<file path="config.mk">
export PLATFORM = sky130hd
export DESIGN_NAME = mem_access_ctrl
export DESIGN_NICKNAME = d
export VERILOG_FILES = /design/src/rtl/mem_access_pkg.sv /design/src/rtl/load_extend.sv /design/src/rtl/mem_access_ctrl.sv
export SDC_FILE = /design/constraint.sdc
export NUM_CORES = 1
export LEC_CHECK = 0
export ABC_AREA = 1
export CORE_UTILIZATION = 43
export DETAILED_ROUTE_END_ITERATION = 12
export GPL_ROUTABILITY_DRIVEN = 1
export PLACE_DENSITY = 0.83
export REMOVE_ABC_BUFFERS = 1
export SLEW_MARGIN = 0
export SYNTH_ARGS = -nofsm -noshare
export SYNTH_HDL_FRONTEND = slang
export SYNTH_SLANG_ARGS = --single-unit
</file>
<file path="constraint.sdc">
create_clock -name clk -period 2.31 [get_ports clk]
set_clock_uncertainty 0.1 [all_clocks]
set_input_delay 0.5775 -clock clk [delete_from_list [all_inputs] [get_ports clk]]
set_output_delay 0.5775 -clock clk [all_outputs]
set_load 0.02 [all_outputs]
</file>
<file path="src/rtl/mem_access_pkg.sv">
// ============================================================================
// mem_access_pkg
// Shared definitions for the data-memory access controller and its helpers:
//   - access-size encodings (SIZE_BYTE / SIZE_HALF / SIZE_WORD / SIZE_BAD)
//   - controller FSM state type
//   - default memory window (base address and size in bytes)
//   - size_bytes(): number of bytes touched by an access size
// ============================================================================
package mem_access_pkg;

    localparam logic [31:0] DEF_MEM_BASE = 32'h8002_0000;
    localparam logic [31:0] DEF_MEM_SIZE = 32'h0010_0000;

    localparam logic [1:0] SIZE_BYTE = 2'b00;
    localparam logic [1:0] SIZE_HALF = 2'b01;
    localparam logic [1:0] SIZE_WORD = 2'b10;
    localparam logic [1:0] SIZE_BAD  = 2'b11;

    typedef enum logic [1:0] {
        ST_IDLE,
        ST_ACCESS,
        ST_RESP
    } state_t;

    // Bytes covered by one access; the illegal encoding covers nothing.
    function automatic logic [2:0] size_bytes(input logic [1:0] size);
        case (size)
            SIZE_BYTE: size_bytes = 3'd1;
            SIZE_HALF: size_bytes = 3'd2;
            SIZE_WORD: size_bytes = 3'd4;
            default:   size_bytes = 3'd0;
        endcase
    endfunction

endpackage

</file>
<file path="src/rtl/load_extend.sv">
// ============================================================================
// load_extend
// Combinational load-data formatter. Takes the raw right-justified word from
// memory and returns the architectural load value: byte and half loads use
// only the low 8 / 16 bits (the memory leaves the upper bytes stale) and are
// sign- or zero-extended; word loads pass through. Reused by instruction fetch.
// Ports:
//   size         in  2   access size (SIZE_BYTE / SIZE_HALF / SIZE_WORD)
//   is_unsigned  in  1   1 = zero-extend byte/half, 0 = sign-extend
//   raw          in  32  data_out from memory
//   data         out 32  extended load result (0 for the illegal size)
// ============================================================================
module load_extend
    import mem_access_pkg::*;
(
    input  logic [1:0]  size,
    input  logic        is_unsigned,
    input  logic [31:0] raw,
    output logic [31:0] data
);

    // NOTE: combinational outputs get a default first so no path can infer a latch.
    always_comb begin
        data = '0;
        case (size)
            SIZE_BYTE: data = {{24{~is_unsigned & raw[7]}},  raw[7:0]};
            SIZE_HALF: data = {{16{~is_unsigned & raw[15]}}, raw[15:0]};
            SIZE_WORD: data = raw;
            default:   data = '0;
        endcase
    end

endmodule

</file>
<file path="src/rtl/mem_access_ctrl.sv">
// ============================================================================
// mem_access_ctrl
// Initiator side of the byte-addressed, big-endian data-memory port. Accepts
// one load/store from the MEM stage, rejects misaligned/illegal requests,
// drives the memory for one cycle (memory acts on the negedge), captures and
// extends load data, and returns it through a valid/ready response.
// At most one request is outstanding.
//
// Configuration macro: MEM_BOUNDS_CHECK_EN
//   defined     : requests touching bytes outside [MEM_BASE, MEM_BASE+MEM_SIZE)
//                 are faulted without a memory access.
//   not defined : only size and alignment are checked.
//
// Ports:
//   clk, rst_n                      clock, asynchronous active-low reset
//   req_valid/req_ready             request handshake
//   req_write, req_size,
//   req_unsigned, req_addr,
//   req_wdata                       request fields
//   rsp_valid/rsp_ready             response handshake
//   rsp_rdata, rsp_fault            response payload
//   mem_address, mem_data_in,
//   mem_write, mem_access_size      registered drive to memory
//   mem_data_out                    read data from memory
// ============================================================================
module mem_access_ctrl
    import mem_access_pkg::*;
#(
    parameter logic [31:0] MEM_BASE = DEF_MEM_BASE,
    parameter logic [31:0] MEM_SIZE = DEF_MEM_SIZE
) (
    input  logic        clk,
    input  logic        rst_n,

    input  logic        req_valid,
    output logic        req_ready,
    input  logic        req_write,
    input  logic [1:0]  req_size,
    input  logic        req_unsigned,
    input  logic [31:0] req_addr,
    input  logic [31:0] req_wdata,

    output logic        rsp_valid,
    input  logic        rsp_ready,
    output logic [31:0] rsp_rdata,
    output logic        rsp_fault,

    output logic [31:0] mem_address,
    output logic [31:0] mem_data_in,
    output logic        mem_write,
    output logic [1:0]  mem_access_size,
    input  logic [31:0] mem_data_out
);

    state_t      state;
    logic        lat_write;
    logic [1:0]  lat_size;
    logic        lat_unsigned;
    logic        req_fault;
    logic [31:0] ext_data;

`ifdef MEM_BOUNDS_CHECK_EN
    // 33-bit arithmetic so an access near 0xFFFF_FFFF cannot wrap into range.
    logic [32:0] req_last;
    logic [32:0] mem_last;
    logic        out_of_bounds;

    always_comb begin
        req_last      = {1'b0, req_addr} + 33'(size_bytes(req_size)) - 33'd1;
        mem_last      = {1'b0, MEM_BASE} + {1'b0, MEM_SIZE} - 33'd1;
        out_of_bounds = (req_addr < MEM_BASE) || (req_last > mem_last);
    end
`endif

    // Request screening: illegal size or natural-alignment violation.
    always_comb begin
        req_fault = 1'b0;
        case (req_size)
            SIZE_BYTE: req_fault = 1'b0;
            SIZE_HALF: req_fault = req_addr[0];
            SIZE_WORD: req_fault = |req_addr[1:0];
            default:   req_fault = 1'b1;
        endcase
`ifdef MEM_BOUNDS_CHECK_EN
        if (out_of_bounds) begin
            req_fault = 1'b1;
        end
`endif
    end

    load_extend u_load_extend (
        .size        (lat_size),
        .is_unsigned (lat_unsigned),
        .raw         (mem_data_out),
        .data        (ext_data)
    );

    // NOTE: sequential state uses non-blocking assignments so every register
    // samples pre-edge values regardless of statement order.
    always_ff @(posedge clk or negedge rst_n) begin
        if (!rst_n) begin
            state           <= ST_IDLE;
            req_ready       <= 1'b1;
            rsp_valid       <= 1'b0;
            rsp_rdata       <= '0;
            rsp_fault       <= 1'b0;
            mem_write       <= 1'b0;
            mem_access_size <= SIZE_WORD;
            mem_address     <= MEM_BASE;
            mem_data_in     <= '0;
            lat_write       <= 1'b0;
            lat_size        <= SIZE_WORD;
            lat_unsigned    <= 1'b0;
        end else begin
            case (state)
                ST_IDLE: begin
                    if (req_valid) begin
                        lat_write    <= req_write;
                        lat_size     <= req_size;
                        lat_unsigned <= req_unsigned;
                        req_ready    <= 1'b0;
                        if (req_fault) begin
                            // Rejected: memory outputs untouched so the idle
                            // address stays wherever it last pointed.
                            rsp_valid <= 1'b1;
                            rsp_fault <= 1'b1;
                            rsp_rdata <= '0;
                            state     <= ST_RESP;
                        end else begin
                            mem_address     <= req_addr;
                            mem_data_in     <= req_wdata;
                            mem_access_size <= req_size;
                            mem_write       <= req_write;
                            state           <= ST_ACCESS;
                        end
                    end
                end

                ST_ACCESS: begin
                    // Memory acted on the negedge inside this cycle.
                    mem_write <= 1'b0;
                    rsp_valid <= 1'b1;
                    rsp_fault <= 1'b0;
                    rsp_rdata <= lat_write ? 32'd0 : ext_data;
                    state     <= ST_RESP;
                end

                ST_RESP: begin
                    if (rsp_ready) begin
                        rsp_valid <= 1'b0;
                        rsp_fault <= 1'b0;
                        rsp_rdata <= '0;
                        req_ready <= 1'b1;
                        state     <= ST_IDLE;
                    end
                end

                default: begin
                    state     <= ST_IDLE;
                    req_ready <= 1'b1;
                    rsp_valid <= 1'b0;
                    mem_write <= 1'b0;
                end
            endcase
        end
    end

endmodule

</file>
# Word-level counts from Yosys, hierarchy flattened
# Cells that the tools add are included.
# word_totals
register_bits,108
input_bits,104
output_inout_bits,102
wordCells,62
# op_classes
eq_ne,10
mux,22
bitwise_logic,6
n_reduce_logical,12
# ops
cell,n
$pmux W32 S3,2
$mux W32,4
$pmux W1 S3,4
$reduce_and A3 Y1,4
$ne A2 B2 Y1 const B,4
$mux W1,7
$eq A2 B1 Y1 const B,3
$eq A2 B2 Y1 const B,3
$logic_not A2 Y1,3
$mux W2,3
$pmux W2 S3,1
$not A1 Y1,4
$reduce_and A2 Y1,2
$reduce_and A4 Y1,1
$reduce_bool A3 Y1,1
$and A1 B1 Y1,2
$pmux W1 S2,1
$reduce_or A2 Y1,1

# Logic depth before layout (Yosys ltp)
# depth
depth_word,5
mapped_depth,10
mapped_depth_nobuf,8

# Hierarchy
# Synthesis repeated with hierarchy kept, for this count alone.
# hier_totals
cells_unflattened,632
hier_area_um2,5310.1
# modules_own_cells
mod,n_inst,cells_each,area_each_um2,seq_area_each_um2
mem_access_ctrl,1,550,4819.6,2708.8
load_extend,1,82,490.5,0.0

# Worst setup path before layout
# No wires, ideal clock.
# synth_timing
path_type,register -> register
startpoint,register state[0]
endpoint,register rsp_rdata[20]
arrival_ns,1.438
path_slack_ns,0.654
path_stages_with_launch,8
path_buffers,2
cell_sequence,dfrtp_1 > inv_1 > ha_1 > or2_2 > nand3_4 > buf_12 > buf_6 > o21ai_2
# synth_via
elab_chain_len,3
# synth_lines
element,line,text
start: declaration,mem_access_ctrl.sv:55,state_t state;
start signal: assignment,mem_access_ctrl.sv:102,state <= ST_IDLE;
start signal: assignment,mem_access_ctrl.sv:128,state <= ST_RESP;
start signal: assignment,mem_access_ctrl.sv:134,state <= ST_ACCESS;
$eq A2 B2 Y1 (tied with other cells),mem_access_ctrl.sv:115,case (state)
$ne A2 B2 Y1 (no source line) or $reduce_bool A3 Y1 (tied branches),--,
$reduce_and A4 Y1 (no source line),--,
end signal: assignment,mem_access_ctrl.sv:144,rsp_rdata <= lat_write ? 32'd0 : ext_data;
end: declaration,mem_access_ctrl.sv:45,"output logic [31:0] rsp_rdata,"
# Several ways; a longest one is shown, not always the timed one.
# A chain may end at the register's enable or synchronous reset.

# Worst setup path in the final report
# layout_timing
startpoint,register mem_access_size[1]
endpoint,output mem_access_size[1]
# layout_lines
element,line,text
start: declaration,mem_access_ctrl.sv:51,"output logic [1:0] mem_access_size,"
start signal: assignment,mem_access_ctrl.sv:132,mem_access_size <= req_size;
# No word-level cell between the ends.

==> out/summary.md <==
The depth of the worst register-to-register path was 9. The repair_antennas step left the layout with diodes totalling 0. The capturing element type of the critical path is an output port. The number of violations reported at the end of detailed-routing iteration 0 was 251; the mean instance size in the synthesized netlist was 8.88 sq um. Number of max-cap violations: 0.

The relative slew slack was 0.573. Summing all flip-flop and latch instances after layout gives 2710 sq um. After clock tree synthesis, the flow added hold-fix buffers numbering 0. Once detailed placement completed, the half-perimeter wirelength came to 9380 microns.

For this design the static power due to leakage is 0.00335 uW. Internal power comes to 5910 uW. Family with the most delay on the worst path: buffers and inverters. The logs give 888 for the count of fill cells added during filler insertion and 4060 uW for the switching power. The portion of total power attributed to the clock network was 0.164; the cell count after synthesis was 550. The global routing usage summed across all routing layers came out at 0.226. Type of the tightest min-delay check: primary input to asynchronous set/reset pin. For the number of CTS-inserted buffers, the log shows 9. Setup repair after global routing left no endpoint under its margin. In the final routed layout, each cell accounts on average for 14.6 microns.

The maximum number of pins on one net before global-route repair was 49; the worst path required time was 1.63 ns. Synthesis inferred 108 register bits. The type of the setup path with the least slack was flip-flop to output port.

The multi-input combinational cells in the finished layout cover a total of 1860 sq um. Before antenna repair, the detailed router went through 4 iterations. The layout-stage area growth over the synthesis result works out to 50.2%. dfrtp_1 takes more of the synthesized area than any other cell. In this run the number of H-tree levels came out at 3. The total of warnings raised by yosys was 0. TritonCTS built the clock tree. Ranked by total cell area, the synthesized netlist is headed by dfrtp_1 (53%), nand2_1 (18%), o21ai_0 (6.1%). Clock-pin slew was measured on the worst setup and hold paths at 0.07 ns. The run finished with clean final reports. The total number of placement rows is 38, and the slew at the pin closest to its max-slew limit is 0.640 ns. Cell count along the critical path: 1.

Counting I/O delays and the setup requirement, the final critical path takes 2.16 ns. For the initial antenna violation count, the log shows 0. The critical-path maximum fanout came out at 2. The sequential element share of the synthesized area is 0.555, and the setup fix buffers added after clock tree synthesis is 0.

The die covers 11800 sq um. The tools report the power share of the sequential group as 0.320. The area share of the largest cell type after synthesis was 0.528.

The buffer and inverter count on the worst path is 1, and the final standard cell utilization of the core is 0.671. The most used flip-flop cell after synthesis is dfrtp_1. For the final hold slack, the log shows 0.0716 ns. The power per standard cell area came out at 1360 nW/um^2.

The post-CTS resize count is 0. The die is 109 microns wide. The fraction of layout cells with a size suffix above 1 is 0.125. The signal on the critical path passes through clkdlybuf4s50_1. Setup slack closes at 0.145 ns. The quantity of I/O buffers inserted on ports was 205.

The total area inside the core boundary comes to 10900 sq um. Part of the total power dissipated in combinational logic: 0.516. The count of flip-flops with a built-in enable after synthesis was 0; the maximum number of buffers from clock root to sink was 2. Across the VDD grid, the largest voltage drop is 0.744 mV. The fraction of power spent switching nets is 0.407, and the vias per cell is 4.99.

The die is 109 microns tall. The effective utilization at floorplan was 0.447. At the end of the flow, the number of nets in the layout was 854. Summed over all layers, the global routing overflow is 0. OpenSTA, run right after detailed placement, puts the worst setup slack at 0.102 ns. Setup violations remaining at the end of the flow were counted as 0. The number of endpoints with negative hold slack in the final report is 0. Nature of the critical path startpoint: a flip-flop. The synthesized netlist occupies a cell area of 4880 sq um.

Number of global-route vias before repair: 4344. Clock latency on the worst-skew pair, taken at its later pin, is 0.34 ns. Counting distinct cell types in the post-synthesis netlist gives 28. The share of async-settable or async-resettable flops after synthesis is 1.00. Remaining routing DRC violations: 0.

The maximum operating frequency was 462 MHz. The clock sink total was 108. Counting instances in the post-synthesis netlist gives the leading cell types as nand2_1 (231), dfrtp_1 (103), o21ai_0 (60).

In the post-synthesis netlist, the cell with the most instances is nand2_1. The slowest stage of the critical path is the clkdlybuf4s50_1 cell. The part of the cycle the worst path needs was 0.937; the max-slew violation total from the final report was 0.

The routed design has 13100 microns of wire. The total number of vias is 4447, and the delay of the slowest cell on the worst path is 0.60 ns. At the worst endpoint, the arrival time is 1.49 ns.

The final antenna-violating net count came out at 0. For this design the top-level I/O count stands at 206. The root buffer cell chosen for the clock tree is clkbuf_16.

Routability-driven placement finished with a final weighted congestion of 0.839. In the final timing run, aggregate negative setup slack is 0 ns. The first-pass GRT wire length came out at 20600 microns.
[logic make-up after synthesis]
kind of cell	synth area share
AOI/OAI and AO/OA	0.133
adders and majority gates	0.00769
buffers and inverters	0.0651
DFF	0.555
and+or+nand+nor	0.240
[path summary, 6_finish.rpt]
path | from | end | slack, ns
max in group asynchronous | rst_n | req_ready | 1.44
setup reg to reg | state[0] | rsp_rdata[30] | 0.51
hold / removal | rst_n | rsp_rdata[3] | 0.07
hold reg to reg | rsp_rdata[2] | rsp_rdata[2] | 0.38
setup / recovery | mem_access_size[1] | mem_access_size[1] | 0.15
min in group clk | rsp_rdata[2] | rsp_rdata[2] | 0.38
[cell type report]
cell class,instances,share of cell area
Sequential cell,108,0.369
Timing Repair Buffer,221,0.303
Tap cell,140,0.0239
Inverter,14,0.00716
Clock inverter,4,0.00989
Multi-Input combinational cell,393,0.254
Clock buffer,12,0.0336
[layer usage]
layer,vias up,track usage,wire [microns]
li1,2141,-,-
met1,2092,0.269,5240
met2,189,0.378,6300
met3,25,0.0663,1150
met4,0,0.104,363
met5,-,0,0
[power groups by stage]
stage | Combinational (uW) | Sequential (uW) | Clock (uW)
after floorplan | 1750 | 4100 | 0
after global placement | 5040 | 3190 | 0
after detailed placement | 5170 | 3220 | 0
after CTS | 5190 | 3200 | 1680
after global routing | 5580 | 3280 | 1760
final | 5150 | 3190 | 1640
[state kept, by name, indices dropped and copies added (netlist names)]
register,flops
rsp_valid,1
mem_address,32
lat_unsigned,1
mem_access_size,2
rsp_rdata,32
mem_data_in,32
rsp_fault,1
mem_write,1
lat_size,2
req_ready,1
state,2
lat_write,1
[metrics by stage]
stage,total power (uW),instances,cell area [sq um]
floorplan,5850,515,4620
finish,9980,892,7340
detailed placement,8390,876,7020
global route,10600,892,7340
CTS,10100,892,7340
global placement,8230,876,7020
[cells in the final DEF, fill, tap and decap left out]
| cell | synthesis | final |
|---|---|---|
| nand2_1 | 231 | 231 |
| clkdlybuf4s50_1 | 0 | 204 |
| dfrtp_1 | 103 | 103 |
| o21ai_0 | 60 | 60 |
| o21ai_2 | 30 | 30 |
| nand2_2 | 20 | 20 |
| nand3_1 | 19 | 19 |
| o21ai_1 | 13 | 13 |
| buf_4 | 1 | 13 |
| inv_1 | 12 | 12 |
| clkbuf_16 | 0 | 9 |
| nor2_1 | 8 | 8 |
| dfstp_2 | 5 | 5 |
| buf_12 | 3 | 4 |
| ha_1 | 3 | 3 |
| inv_2 | 2 | 2 |
| a21oi_1 | 3 | 2 |
| clkbuf_1 | 10 | 2 |
| bufinv_16 | 0 | 2 |
| nand2_4 | 1 | 1 |
| nor2_4 | 1 | 1 |
| nor2_2 | 1 | 1 |
| a21oi_2 | 0 | 1 |
| or2_2 | 1 | 1 |
| nand3_4 | 1 | 1 |
| a31oi_1 | 1 | 1 |
| clkbuf_8 | 0 | 1 |
| clkinvlp_4 | 0 | 1 |
| clkinv_2 | 0 | 1 |
Power figures use the tool's default switching activity.
